### src/rtl/imem_program_loader_if.sv
// Byte-stream input and instruction-memory write bus of the program loader.
// master: the loader; slave: the byte source / memory side.
interface imem_program_loader_if;
  logic        byte_valid;
  logic [7:0]  byte_data;
  logic        byte_ready;
  logic        imem_we;
  logic [63:0] imem_addr;
  logic [31:0] imem_wdata;

  modport master (
    input  byte_valid, byte_data,
    output byte_ready, imem_we, imem_addr, imem_wdata
  );

  modport slave (
    output byte_valid, byte_data,
    input  byte_ready, imem_we, imem_addr, imem_wdata
  );
endinterface

### src/rtl/imem_program_loader.sv
// Instruction-memory program loader: packs a little-endian byte stream into 32-bit
// words, writes them from BASE_ADDR and holds cpu_reset until a clean load. Option: LOADER_CHECKSUM_EN.
module imem_program_loader #(
  parameter int unsigned IMEM_WORDS = 64,
  parameter logic [63:0] BASE_ADDR  = 64'h0,
  parameter int unsigned LEN_W      = 16
) (
  input  logic             clk,
  input  logic             reset,
  input  logic             start,
  input  logic [LEN_W-1:0] word_count,
  output logic             busy,
  output logic             done,
  output logic             err,
  output logic             cpu_reset,
  imem_program_loader_if.master bus
);

`ifdef LOADER_CHECKSUM_EN
  typedef enum logic [2:0] {IDLE, RECV, WRITE, CHK, DONE} state_e;
`else
  typedef enum logic [2:0] {IDLE, RECV, WRITE, DONE} state_e;
`endif

  state_e            state_q, state_d;
  logic [LEN_W-1:0]  len_q, len_d;
  logic [LEN_W-1:0]  word_idx_q, word_idx_d;
  logic [1:0]        byte_cnt_q, byte_cnt_d;
  logic [31:0]       shift_q, shift_d;
  logic [63:0]       addr_q, addr_d;
  logic [31:0]       wdata_q, wdata_d;
  logic              err_q, err_d;
  logic              byte_ready_q, byte_ready_d;
  logic              we_q, we_d;
  logic              busy_q, busy_d;
  logic              done_q, done_d;
  logic              cpu_reset_q, cpu_reset_d;
  logic              byte_fire;
`ifdef LOADER_CHECKSUM_EN
  logic [7:0]        xor_q, xor_d;
`endif

  assign byte_fire = bus.byte_valid & byte_ready_q;

  // Next-state, datapath and next-output computation
  always_comb begin
    state_d    = state_q;
    len_d      = len_q;
    word_idx_d = word_idx_q;
    byte_cnt_d = byte_cnt_q;
    shift_d    = shift_q;
    addr_d     = addr_q;
    wdata_d    = wdata_q;
    err_d      = err_q;
`ifdef LOADER_CHECKSUM_EN
    xor_d      = xor_q;
`endif

    case (state_q)
      IDLE, DONE: begin
        if (start) begin
          len_d      = word_count;
          err_d      = 1'b0;
          word_idx_d = '0;
          byte_cnt_d = 2'd0;
`ifdef LOADER_CHECKSUM_EN
          xor_d      = 8'h00;
`endif
          if (word_count == '0) begin
            state_d = DONE;
          end else if (32'(word_count) > IMEM_WORDS) begin
            state_d = DONE;
            err_d   = 1'b1;
          end else begin
            state_d = RECV;
          end
        end
      end
      RECV: begin
        if (byte_fire) begin
          shift_d[{byte_cnt_q, 3'b000} +: 8] = bus.byte_data;
          byte_cnt_d = byte_cnt_q + 2'd1;
`ifdef LOADER_CHECKSUM_EN
          xor_d      = xor_q ^ bus.byte_data;
`endif
          if (byte_cnt_q == 2'd3) begin
            state_d = WRITE;
            addr_d  = BASE_ADDR + 64'({word_idx_q, 2'b00});
            wdata_d = {bus.byte_data, shift_q[23:0]};
          end
        end
      end
      WRITE: begin
        word_idx_d = word_idx_q + LEN_W'(1);
        if (word_idx_q + LEN_W'(1) == len_q) begin
`ifdef LOADER_CHECKSUM_EN
          state_d = CHK;
`else
          state_d = DONE;
`endif
        end else begin
          state_d = RECV;
        end
      end
`ifdef LOADER_CHECKSUM_EN
      // One trailing byte must equal the XOR of every data byte
      CHK: begin
        if (byte_fire) begin
          err_d   = (bus.byte_data != xor_q);
          state_d = DONE;
        end
      end
`endif
      default: state_d = IDLE;
    endcase

`ifdef LOADER_CHECKSUM_EN
    byte_ready_d = (state_d == RECV) || (state_d == CHK);
    busy_d       = (state_d == RECV) || (state_d == WRITE) || (state_d == CHK);
`else
    byte_ready_d = (state_d == RECV);
    busy_d       = (state_d == RECV) || (state_d == WRITE);
`endif
    we_d        = (state_d == WRITE);
    done_d      = (state_d == DONE);
    cpu_reset_d = !((state_d == DONE) && !err_d);
  end

  always_ff @(posedge clk or negedge reset) begin
    if (!reset) begin
      state_q      <= IDLE;
      len_q        <= '0;
      word_idx_q   <= '0;
      byte_cnt_q   <= 2'd0;
      shift_q      <= 32'h0;
      addr_q       <= BASE_ADDR;
      wdata_q      <= 32'h0;
      err_q        <= 1'b0;
      byte_ready_q <= 1'b0;
      we_q         <= 1'b0;
      busy_q       <= 1'b0;
      done_q       <= 1'b0;
      cpu_reset_q  <= 1'b1;
`ifdef LOADER_CHECKSUM_EN
      xor_q        <= 8'h00;
`endif
    end else begin
      state_q      <= state_d;
      len_q        <= len_d;
      word_idx_q   <= word_idx_d;
      byte_cnt_q   <= byte_cnt_d;
      shift_q      <= shift_d;
      addr_q       <= addr_d;
      wdata_q      <= wdata_d;
      err_q        <= err_d;
      byte_ready_q <= byte_ready_d;
      we_q         <= we_d;
      busy_q       <= busy_d;
      done_q       <= done_d;
      cpu_reset_q  <= cpu_reset_d;
`ifdef LOADER_CHECKSUM_EN
      xor_q        <= xor_d;
`endif
    end
  end

  assign bus.byte_ready = byte_ready_q;
  assign bus.imem_we    = we_q;
  assign bus.imem_addr  = addr_q;
  assign bus.imem_wdata = wdata_q;
  assign busy           = busy_q;
  assign done           = done_q;
  assign err            = err_q;
  assign cpu_reset      = cpu_reset_q;

endmodule
### src/flat_wrapper.sv
// flat-port wrapper written by rule: the top's interface ports become plain ports
module imem_program_loader_flat 
#(
  parameter int unsigned IMEM_WORDS = 64,
  parameter logic [63:0] BASE_ADDR  = 64'h0,
  parameter int unsigned LEN_W      = 16
)
  (clk, reset, start, word_count, busy, done, err, cpu_reset, bus_byte_valid, bus_byte_data, bus_byte_ready, bus_imem_we, bus_imem_addr, bus_imem_wdata);
  imem_program_loader_if bus_i ();
  input  logic clk;
  input  logic reset;
  input  logic start;
  input  logic [LEN_W-1:0] word_count;
  output logic busy;
  output logic done;
  output logic err;
  output logic cpu_reset;
  input wire logic [$bits(bus_i.byte_valid)-1:0] bus_byte_valid;
  input wire logic [$bits(bus_i.byte_data)-1:0] bus_byte_data;
  output wire logic [$bits(bus_i.byte_ready)-1:0] bus_byte_ready;
  output wire logic [$bits(bus_i.imem_we)-1:0] bus_imem_we;
  output wire logic [$bits(bus_i.imem_addr)-1:0] bus_imem_addr;
  output wire logic [$bits(bus_i.imem_wdata)-1:0] bus_imem_wdata;
  assign bus_i.byte_valid = bus_byte_valid;
  assign bus_i.byte_data = bus_byte_data;
  assign bus_byte_ready = bus_i.byte_ready;
  assign bus_imem_we = bus_i.imem_we;
  assign bus_imem_addr = bus_i.imem_addr;
  assign bus_imem_wdata = bus_i.imem_wdata;
  imem_program_loader #(.IMEM_WORDS(IMEM_WORDS), .BASE_ADDR(BASE_ADDR), .LEN_W(LEN_W)) u_core (.clk(clk), .reset(reset), .start(start), .word_count(word_count), .busy(busy), .done(done), .err(err), .cpu_reset(cpu_reset), .bus(bus_i));
endmodule
### config.mk
export PLATFORM = sky130hd
export DESIGN_NAME = imem_program_loader_flat
export DESIGN_NICKNAME = d
export VERILOG_FILES = /design/src/rtl/imem_program_loader_if.sv /design/src/rtl/imem_program_loader.sv /design/src/flat_wrapper.sv
export SDC_FILE = /design/constraint.sdc
export NUM_CORES = 1
export LEC_CHECK = 0
export CAP_MARGIN = 20
export CORE_AREA = 8 8 128 130
export DETAILED_ROUTE_END_ITERATION = 7
export DIE_AREA = 0 0 136 138
export GPL_TIMING_DRIVEN = 0
export HOLD_SLACK_MARGIN = 0.05
export PLACE_DENSITY = 0.65
export SETUP_SLACK_MARGIN = 0.2
export SYNTH_ARGS = -nofsm -noshare
export SYNTH_HDL_FRONTEND = slang
export SYNTH_SLANG_ARGS = --single-unit
### constraint.sdc
create_clock -name clk -period 6.08 [get_ports clk]
set_input_delay 0.912 -clock clk [delete_from_list [all_inputs] [get_ports clk]]
set_output_delay 0.912 -clock clk [all_outputs]
set_load 0.02 [all_outputs]
==> metrics.yaml, run 1 <==
route:
  residual_drc: 0
  detail_route.vias_per_cell: 4.74
  drt-initial-drc-count: 346
  wire_per_inst_um: 14.8
  drt_first_pass_iters: 4
  num_vias: 4543
  drt-total-wl_um: 14200
  ant_nets: 0
die:
  floorplan.initialDensity_pct: 39.1
  dieHeight_um: 138
  placement_rows: 44
  ios: 130
  floorplan.die_area_mm2: 0.0188
  placeableCoreArea_mm2: 0.0143
  die_w_um: 136
worst_setup_path:
  crit_fanout: 10
  critical-path-max-stage-delay_ns: 0.57
  rrSetupSlack_ns: 3.29
  critPathBufInv: 3
  critPathLaunchType: "input port"
  critical_path.endpoint_type: "flop"
  worst-setup-path-type: "input port to flop"
  cp_slowest_cell: "sky130_fd_sc_hd__nor3_1"
  worst_setup_path_startpoint: "bus_byte_valid"
  critical_path.top_delay_family: "buffers and inverters"
  critical_path_arrival_ns: 3.24
  timing.critical_path.cells: "clkdlybuf4s50_1 > nand2_1 > nor3_1 > nand2_1 > clkbuf_1 > clkbuf_1 > a21oi_1"
  worstReg2RegStart: "u_core.word_idx_q[1]"
  worst_ep_required_time_ns: 6.38
run:
  drv.max_cap_violation_count: 0
final_layout:
  syn_to_final_growth_pct: 32.7
  drive_gt1_share_pct: 14.7
  utilization_pct: 51.9
  num-nets-final: 796
  fillers: 1330
  finish.cell_count_without_fillers: 959
  antenna_cells_inserted: 0
clocking:
  cts_made_buffers: 17
  clockBufferDepth: 2
  cts_setup_buffers: 0
  cts_sinks: 115
  htreeDepth: 4
  clock_tree.root_cell: "sky130_fd_sc_hd__clkbuf_16"
  clk_pin_slew_worst_paths_ns: 0.06
  tritoncts: "yes"
  postCtsHoldBufs: 0
  postCtsResizedCells: 0
  clock_insertion_delay_worst_skew_ns: 0.42
sta:
  fmax_mhz: 341
  rsz0062_at_grt: "no"
  finalCritPeriodShare_pct: 48.3
  finalCriticalPeriod_ns: 2.93
  timing_worst_slew_pin_value_ns: 0.888
  maxSlewViolCount: 0
  setup_violations: 0
  final_hold_violating_endpoints: 0
  fin_worst_skew_ns: 0.00557
  maxSlewHeadroom_pct: 40.7
synthesis:
  synth_top_family_by_area: "simple AND/OR/NAND/NOR gates"
  post_synth_num_cell_types: 57
  synthDominantCellAreaShare_pct: 50.9
  synth_async_sr_flop_share_pct: 100
  yosysSeqAreaShare_pct: 51.4
  synthesized_instance_count: 613
  synth-edff-count: 0
  synth_mux_area_share_pct: 3.95
  synth_compound_area_share_pct: 9.11
  synth_most_common_cell: "sky130_fd_sc_hd__nand2_1"
  number_of_register_bits_inferred_by_synthesis: 115
  synth.cell_area_mm2: 0.00560
  synth_commonest_cells: "sky130_fd_sc_hd__nand2_1 (203), sky130_fd_sc_hd__dfrtp_1 (114), sky130_fd_sc_hd__o21ai_0 (52)"
  synth_simple_gate_area_share_pct: 21.9
  synth.avg_cell_area_um2: 9.14
  yosysTopAreaCell: "sky130_fd_sc_hd__dfrtp_1"
  yosys.area_share.adder_pct: 1.34
  yosys-top-cells-area: "sky130_fd_sc_hd__dfrtp_1 (51%), sky130_fd_sc_hd__nand2_1 (14%), sky130_fd_sc_hd__buf_4 (6.4%), sky130_fd_sc_hd__o21ai_0 (4.6%), sky130_fd_sc_hd__mux2_2 (3.4%)"
  count_of_synthesis_stage_warnings_from_yosys: 0
  fraction_of_synthesized_cell_area_in_xor_and_xnor_cells_pct: 3.13
  synth_flop_cell: "sky130_fd_sc_hd__dfrtp_1"
placement:
  io_buffer_count: 81
  place_congestion: 0.844
  dpl_cells: 927
  place.detailed.hpwl_um: 10900
grt:
  maximum_number_of_pins_on_one_net_before_global_route_repair: 60
  gr-total-overflow: 0
  grt_use_met1_pct: 18.5
  grt_util_met2_pct: 25.8
  grt_pass1_vias: 4661
  grt_most_used_layer: "met2"
  antenna_found_initial: 0
  grt_pass1_wl_um: 23500
  global_routing_usage_on_met3_pct: 5.04
  grt.total_usage_pct: 15.7
power:
  power_share_of_the_clock_group_pct: 46.1
  net-switching-power_uw: 561
  p_per_area_mw_per_mm2: 285
  cellInternalPower_mw: 1.55
  power.share.sequential_pct: 41.1
  leakage_nw: 3.50
  combPwrFrac_pct: 12.8
  power_switching_share_pct: 26.5
  irDropWorstVdd_mv: 0.194
worst_hold_path:
  worstHoldStart: "u_core.shift_q[4]"
  hold_class: "flop to flop"
status:
  outcome: "complete, no violations"
[kinds of logic (layout without fill, tap and decap cells)]
| kind of cell | count (synthesis) | after routing |
|---|---|---|
| AOI/OAI and AO/OA | 87 | 87 |
| xor gates and xnor gates | 20 | 20 |
| adders and majority gates | 6 | 6 |
| buffers and inverters | 84 | 198 |
| DFF | 115 | 115 |
| muxes | 20 | 20 |
| other | 1 | 49 |
| and+or+nand+nor | 280 | 280 |
[placed cells by master, fill, tap and decap left out, drive strengths merged, types with 2 or more instances in the layout]
cell type      instances
nor4                   8
o21ai                 53
or3                    3
and2                   2
nand4b                 2
dfrtp                114
mux2                  17
nor2b                  5
clkbuf                34
ha                     6
conb                  49
o41ai                  3
o31ai                  4
o22ai                  3
nor2                  19
nand4                  4
and4                   2
clkdlybuf4s50         80
o2111ai                3
xnor2                 15
and3                   2
nand2                203
xor2                   5
clkinv                11
or4                    2
buf                   59
a21oi                  9
mux2i                  3
nand2b                 4
nand3                  9
o211ai                 2
nor3b                  3
bufinv                 2
nor3                   6
or2                    3
inv                   11
[final timing paths]
kind | endpoint | cells after the start
min | u_core.bus.imem_wdata[4] | 2
max in group asynchronous | u_core.cpu_reset | 2
max | u_core.busy | 7
max reg2reg | u_core.bus.byte_ready | 7
min reg2reg | u_core.bus.imem_wdata[4] | 2
min in group asynchronous | u_core.bus.imem_wdata[1] | 1
[sequential cells by signal, indices dropped and copies added, names as in the netlist]
name	count
u_core.word_idx_q	16
u_core.busy	1
u_core.shift_q	24
u_core.cpu_reset	1
u_core.state_q	3
u_core.bus.imem_wdata	32
u_core.bus.imem_we	1
u_core.len_q	16
u_core.bus.imem_addr	16
u_core.bus.byte_ready	1
u_core.done	1
u_core.byte_cnt_q	2
u_core.err	1
[layer usage]
layer  wire [um]  share of wire, %  vias up
li1            -                 -     2247
met1        6150                43     2157
met2        6870                48      109
met3         881               6.2       30
met4         312               2.2        0
met5           0                 0        -
[power groups by stage]
stage / Combinational (mW) / Clock, mW / Sequential (mW)
after global routing: 0.301 / 1.03 / 0.876
final: 0.272 / 0.975 / 0.869
after floorplan: 0.192 / 0 / 0.869
after detailed placement: 0.271 / 0 / 0.882
after CTS: 0.272 / 0.993 / 0.869
after global placement: 0.264 / 0 / 0.880
[through the flow]
step / worst slack, ns / instance area [um^2] / TNS (ns) / hold WS, ns / power (mW)
floorplan: 3.42 / 5780 / 0 / 0.439 / 1.06
global placement: -0.174 / 6820 / -18.66 / 0.457 / 1.14
detailed placement: 2.74 / 6850 / 0 / 0.457 / 1.15
CTS: 3.18 / 7430 / 0 / 0.473 / 2.13
global route: 2.93 / 7430 / 0 / 0.500 / 2.21
finish: 3.15 / 7430 / 0 / 0.466 / 2.12
[cell type report]
cell class	count	area (um^2)	share of cell area, %
inverter	10	37.5	0.505
tap	184	230	3.10
sequential	115	2880	38.7
buffer	74	474	6.38
clock inverter	15	160	2.15
timing repair buffer	82	836	11.2
clock buffer	17	425	5.72
multi-input combinational	462	2390	32.2
[worst min-delay path, delay by kind of cell (launching register included)]
family / cells / cell delay, ns
DFF: 1 / 0.34
and+or+nand+nor: 2 / 0.10
Note: power is estimated with default switching activity, not from simulation.
==> run 2, diff against run 1 <==
==> constraint.sdc (replaced) <==
create_clock -name clk -period 3 [get_ports clk]
set_input_delay 0.45 -clock clk [delete_from_list [all_inputs] [get_ports clk]]
set_output_delay 0.45 -clock clk [all_outputs]
set_load 0.02 [all_outputs]
==> metrics.yaml, run 2 (synthesis results as in run 1) <==
status:
  outcome: "complete, no violations"  # unchanged
final_layout:
  antenna_cells_inserted: 0  # unchanged
  syn_to_final_growth_pct: 33.2  # was 32.7%
  layout.cells.most_common: "sky130_fd_sc_hd__nand2_1"  # unchanged
  finish.cell_count_without_fillers: 960  # was 959
  sequential_cell_area_mm2: 0.00288  # unchanged
  drive_gt1_share_pct: 15.1  # was 14.7%
  largest_reg_flops: 32  # unchanged
  most-common-layout-cells: "sky130_fd_sc_hd__nand2_1 (203), sky130_fd_sc_hd__dfrtp_1 (114), sky130_fd_sc_hd__clkdlybuf4s50_1 (80), sky130_fd_sc_hd__o21ai_0 (52), sky130_fd_sc_hd__buf_4 (50)"  # was sky130_fd_sc_hd__nand2_1 (203), sky130_fd_sc_hd__dfrtp_1 (114), sky130_fd_sc_hd__clkdlybuf4s50_1 (80), sky130_fd_sc_hd__o21ai_0 (52)
  design_area_mm2: 0.00746  # was 0.00743 mm^2
  multi_input_comb_area_mm2: 0.00241  # was 0.00239 mm^2
  num-nets-final: 797  # was 796
  fillers: 1329  # was 1330
sta:
  finalCriticalPeriod_ns: 2.59
  setup_violations: 0  # unchanged
  fmax_mhz: 386
  maxSlewHeadroom_pct: 40.6  # was 40.7%
  final_hold_violating_endpoints: 0  # unchanged
  fin_worst_skew_ns: 0.00566  # was 0.00557 ns
  finalCritPeriodShare_pct: 86.3
  rsz0062_at_grt: "no"  # unchanged
  timing_worst_slew_pin_value_ns: 0.888  # about the same
  maxSlewViolCount: 0  # unchanged
clocking:
  clock_insertion_delay_worst_skew_ns: 0.42  # about the same
  clk_pin_slew_worst_paths_ns: 0.06  # about the same
  cts_sinks: 115  # unchanged
  clock_tree.root_cell: "sky130_fd_sc_hd__clkbuf_16"  # unchanged
  clockBufferDepth: 2  # unchanged
  tritoncts: "yes"  # unchanged
  htreeDepth: 4  # unchanged
  cts_made_buffers: 17  # unchanged
  postCtsHoldBufs: 0  # unchanged
worst_setup_path:
  worst_ep_required_time_ns: 3.30  # was 6.38 ns
  cp_slowest_cell: "sky130_fd_sc_hd__or4_4"  # was sky130_fd_sc_hd__nor3_1
  critical-path-max-stage-delay_ns: 0.56  # was 0.57 ns
  critical_path.endpoint_type: "flop"  # unchanged
  worst-setup-path-type: "flop to flop"  # was input port to flop
  critPathLaunchType: "flop"  # was input port
  critPathBufInv: 1  # was 3
  critical_path_arrival_ns: 2.89  # was 3.24 ns
  critical_path.top_delay_family: "simple AND/OR/NAND/NOR gates"  # was buffers and inverters
  timing.critical_path.cells: "buf_2 > nand4_1 > or3_1 > mux2i_1 > or4_4 > or2_1 > o21ba_1"  # was clkdlybuf4s50_1 > nand2_1 > nor3_1 > nand2_1 > clkbuf_1 > clkbuf_1 > a21oi_1
  crit_fanout: 10  # unchanged
route:
  detail_route.vias_per_cell: 4.79  # was 4.74
  num_vias: 4599  # was 4543
  residual_drc: 0  # unchanged
  wire_per_inst_um: 14.9  # was 14.8 um
  ant_nets: 0  # unchanged
  drt_first_pass_iters: 5  # was 4
  drt-total-wl_um: 14300  # was 14200 um
  drt-initial-drc-count: 301  # was 346
placement:
  place.detailed.hpwl_um: 10900  # unchanged
  placement.cell_area_mm2: 0.00685  # unchanged
  dpl_cells: 927  # unchanged
  place_congestion: 0.844  # unchanged
  io_buffer_count: 81  # unchanged
die:
  dieHeight_um: 138  # unchanged
  floorplan.initialDensity_pct: 39.1  # unchanged
  floorplan.die_area_mm2: 0.0188  # unchanged
  die_w_um: 136  # unchanged
  placement_rows: 44  # unchanged
  ios: 130  # unchanged
  placeableCoreArea_mm2: 0.0143  # unchanged
power:
  p_per_area_mw_per_mm2: 574  # was 285 mW/mm^2
  leakage_nw: 3.52  # was 3.50 nW
  irDropWorstVdd_mv: 0.392  # was 0.194 mV
worst_hold_path:
  hold_class: "input port to async pin"  # was flop to flop
grt:
  antenna_found_initial: 0  # unchanged
  maximum_number_of_pins_on_one_net_before_global_route_repair: 60  # unchanged
  grt_pass1_vias: 4661  # unchanged
  grt_pass1_wl_um: 23500  # unchanged
  gr-total-overflow: 0  # unchanged
  grt.total_usage_pct: 15.7  # unchanged
run:
  drv.max_cap_violation_count: 0  # unchanged
## run 2: stage by stage
step / util, % / setup WS [ns] / hold slack (ns) / power, mW / setup TNS [ns]
floorplan: - / 0.739 / 0.154 / 2.15 / 0
global placement: 47.7 / -2.79 / 0.457 / 2.32 / -318.54
detailed placement: 47.8 / 0.121 / 0.457 / 2.34 / 0
CTS: 51.9 / 0.251 / 0.121 / 4.32 / 0
global route: 52.1 / 0.272 / 0.164 / 4.47 / 0
finish: 52.1 / 0.411 / 0.115 / 4.29 / 0
## run 2: report_power, final
group,internal (mW),switching (mW),total (mW),leakage (nW)
logic,0.258,0.292,0.550,1.68
clock network,1.23,0.746,1.97,0.289
registers,1.66,0.0982,1.76,1.55
total,3.15,1.14,4.29,3.52
## run 2: what timing repair did
action,CTS,global route
resized for setup,0,3
hold endpoints to repair,0,0
endpoints found under the setup margin,0,5
setup buffers,0,1
## run 2: path summary, 6_finish.rpt
path	slack, ns	cells past startpoint	endpoint	startpoint
setup / recovery	0.41	7	u_core.bus.byte_ready	u_core.word_idx_q[7]
hold / removal	0.11	1	u_core.bus.imem_wdata[1]	reset
setup reg to reg	0.41	7	u_core.bus.byte_ready	u_core.word_idx_q[7]
hold reg to reg	0.47	2	u_core.bus.imem_wdata[4]	u_core.shift_q[4]
max in group asynchronous	2.11	2	u_core.cpu_reset	reset
min in group clk	0.47	2	u_core.bus.imem_wdata[4]	u_core.shift_q[4]
## run 2: per-layer routing
metal,up-vias,part of all wire (%),GRT usage (%)
met2,129,48,25.8
li1,2251,-,-
met3,30,6.4,5.04
met1,2189,43,18.5
met5,-,0,0
met4,0,2.2,6.13
## run 2: cell type report
cell class,instances,area share [%]
Sequential cell,115,38.6
Multi-Input combinational cell,462,32.3
Timing Repair Buffer,83,11.3
Buffer,74,6.35
Clock buffer,17,5.70
Tap cell,184,3.09
Clock inverter,15,2.15
Inverter,10,0.503
==> run 3, diff against run 2 <==
--- a/config.mk
+++ b/config.mk
@@ -6,9 +6,9 @@
 export NUM_CORES = 1
 export LEC_CHECK = 0
 export CAP_MARGIN = 20
-export CORE_AREA = 8 8 128 130
+export CORE_AREA = 8 8 134 124
 export DETAILED_ROUTE_END_ITERATION = 7
-export DIE_AREA = 0 0 136 138
+export DIE_AREA = 0 0 142 132
 export GPL_TIMING_DRIVEN = 0
 export HOLD_SLACK_MARGIN = 0.05
 export PLACE_DENSITY = 0.65
==> metrics.yaml, run 3 (synthesis results as in run 1) <==
status:
  outcome: "complete, no violations"  # unchanged
power:
  leakage_nw: 3.51  # was 3.52 nW
  power.share.sequential_pct: 40.2  # was 41.1%
  combPwrFrac_pct: 12.6  # was 12.8%
  fin_total_pwr_mw: 4.39  # was 4.29 mW
  irDropWorstVdd_mv: 0.432  # was 0.392 mV
  power_share_of_the_clock_group_pct: 47.2  # was 46.1%
  net-switching-power_mw: 1.16  # was 1.14 mW
  p_per_area_mw_per_mm2: 586  # was 574 mW/mm^2
  cellInternalPower_mw: 3.23  # was 3.15 mW
  power_switching_share_pct: 26.4  # was 26.5%
die:
  floorplan.initialDensity_pct: 39.0  # was 39.1%
  dieHeight_um: 132  # was 138 um
  floorplan.die_area_mm2: 0.0187  # was 0.0188 mm^2
  ios: 130  # unchanged
  die_w_um: 142  # was 136 um
  placeableCoreArea_mm2: 0.0143  # about the same
  placement_rows: 42  # was 44
sta:
  maxSlewHeadroom_pct: 39.4  # was 40.6%
  final_hold_violating_endpoints: 0  # unchanged
  setup_violations: 0  # unchanged
  finalCritPeriodShare_pct: 85.2  # was 86.3%
  maxSlewViolCount: 0  # unchanged
  fin_worst_skew_ns: 0.00508  # was 0.00566 ns
  finalCriticalPeriod_ns: 2.56  # was 2.59 ns
  rsz0062_at_grt: "no"  # unchanged
  fmax_mhz: 391  # was 386 MHz
  timing_worst_slew_pin_value_ns: 0.907  # was 0.888 ns
worst_setup_path:
  worst-setup-path-type: "flop to flop"  # unchanged
  critical_path.endpoint_type: "flop"  # unchanged
  worst_ep_required_time_ns: 3.35  # was 3.30 ns
  rrSetupSlack_ns: 0.44  # was 0.41 ns
  critPathLaunchType: "flop"  # unchanged
  crit_fanout: 7  # was 10
  critical_path_arrival_ns: 2.91  # was 2.89 ns
  worstReg2RegStart: "u_core.word_idx_q[1]"  # was u_core.word_idx_q[7]
  worst_setup_path_startpoint: "u_core.word_idx_q[1]"  # was u_core.word_idx_q[7]
clocking:
  cts_sinks: 115  # unchanged
  cts_made_buffers: 17  # unchanged
  tritoncts: "yes"  # unchanged
  htreeDepth: 4  # unchanged
  clockBufferDepth: 2  # unchanged
  clock_tree.root_cell: "sky130_fd_sc_hd__clkbuf_16"  # unchanged
  clk_pin_slew_worst_paths_ns: 0.06  # about the same
  clock_insertion_delay_worst_skew_ns: 0.42  # about the same
final_layout:
  layout.cells.most_common: "sky130_fd_sc_hd__nand2_1"  # unchanged
  num-nets-final: 798  # was 797
  drive_gt1_share_pct: 15.2  # was 15.1%
  syn_to_final_growth_pct: 33.9  # was 33.2%
  antenna_cells_inserted: 0  # unchanged
  largest_reg_flops: 32  # unchanged
  utilization_pct: 52.3  # was 52.1%
  most-common-layout-cells: "sky130_fd_sc_hd__nand2_1 (203), sky130_fd_sc_hd__dfrtp_1 (114), sky130_fd_sc_hd__clkdlybuf4s50_1 (80), sky130_fd_sc_hd__o21ai_0 (52), sky130_fd_sc_hd__buf_4 (51)"  # was sky130_fd_sc_hd__nand2_1 (203), sky130_fd_sc_hd__dfrtp_1 (114), sky130_fd_sc_hd__clkdlybuf4s50_1 (80), sky130_fd_sc_hd__o21ai_0 (52), sky130_fd_sc_hd__buf_4 (50)
placement:
  place_congestion: 0.865  # was 0.844
  io_buffer_count: 81  # unchanged
  place.detailed.hpwl_um: 11100  # was 10900 um
grt:
  grt_most_used_layer: "met2"  # unchanged
  grt_pass1_vias: 4726  # was 4661
  grt_use_met1_pct: 20.8  # was 18.5%
  grt_util_met2_pct: 25.4  # was 25.8%
  gr-total-overflow: 0  # unchanged
  antenna_found_initial: 0  # unchanged
  grt_pass1_wl_um: 24100  # was 23500 um
  global_routing_usage_on_met3_pct: 5.07  # was 5.04%
  maximum_number_of_pins_on_one_net_before_global_route_repair: 60  # unchanged
  grt.total_usage_pct: 16.3  # was 15.7%
route:
  drt-initial-drc-count: 274  # was 301
  detail_route.vias_per_cell: 4.71  # was 4.79
  ant_nets: 0  # unchanged
  drt-total-wl_um: 14800  # was 14300 um
  drt_first_pass_iters: 5  # unchanged
  wire_per_inst_um: 15.2  # was 14.9 um
  residual_drc: 0  # unchanged
  num_vias: 4594  # was 4599
run:
  drv.max_cap_violation_count: 0  # unchanged
worst_hold_path:
  hold_class: "input port to async pin"  # unchanged
run 3: power by group through the flow:
stage / sequential, mW / combinational [mW] / clock, mW
floorplan: 1.76 / 0.389 / 0
global placement: 1.79 / 0.529 / 0
CTS: 1.76 / 0.553 / 2.11
detailed placement: 1.79 / 0.549 / 0
finish: 1.77 / 0.555 / 2.07
global route: 1.78 / 0.614 / 2.18
run 3: cell type report:
cell class,count,area [um^2]
Buffer,74,474
Timing Repair Buffer,84,851
Sequential cell,115,2880
Fill cell,1351,6850
Inverter,10,37.5
Tap cell,198,248
Multi-Input combinational cell,462,2400
Clock inverter,15,180
Clock buffer,17,425
run 3: timing repair:
item,CTS,global route
setup endpoints to repair,1,3
hold buffers,0,0
pin swaps,0,1
cloned,0,0
gates resized for setup,2,0
endpoints found under the hold margin,0,0
buffers inserted,0,2
run 3: final timing paths:
kind,to,cells past startpoint
min in group clk,u_core.bus.imem_wdata[9],2
hold reg to reg,u_core.bus.imem_wdata[9],2
setup / recovery,u_core.done,8
hold / removal,u_core.word_idx_q[0],1
setup reg to reg,u_core.done,8
max in group asynchronous,u_core.cpu_reset,2
run 3: per-layer routing:
| metal | vias to the layer above | wire length, um |
|---|---|---|
| met5 | - | 0 |
| met4 | 0 | 193 |
| met3 | 16 | 887 |
| met2 | 140 | 6780 |
| met1 | 2186 | 6950 |
| li1 | 2252 | - |
run 3: worst max-delay path, stage by stage (launching register included):
cell and delay, ns:
sky130_fd_sc_hd__dfrtp_1 0.48, sky130_fd_sc_hd__ha_1 0.37, sky130_fd_sc_hd__nand4_1 0.12, sky130_fd_sc_hd__buf_4 0.18
sky130_fd_sc_hd__nor3_2 0.29, sky130_fd_sc_hd__o311ai_1 0.12, sky130_fd_sc_hd__or4_4 0.45, sky130_fd_sc_hd__nor4_2 0.34
sky130_fd_sc_hd__or2_1 0.15
run 3: through the flow:
stage / instances / worst slack, ns / cell area (um^2) / hold slack, ns / setup TNS (ns)
floorplan: 661 / 0.739 / 5780 / 0.154 / 0
global placement: 940 / -2.80 / 6840 / 0.456 / -319.83
detailed placement: 941 / 0.105 / 6870 / 0.458 / 0
CTS: 973 / 0.244 / 7480 / 0.115 / 0
global route: 975 / 0.237 / 7500 / 0.157 / 0
finish: 975 / 0.444 / 7500 / 0.0955 / 0
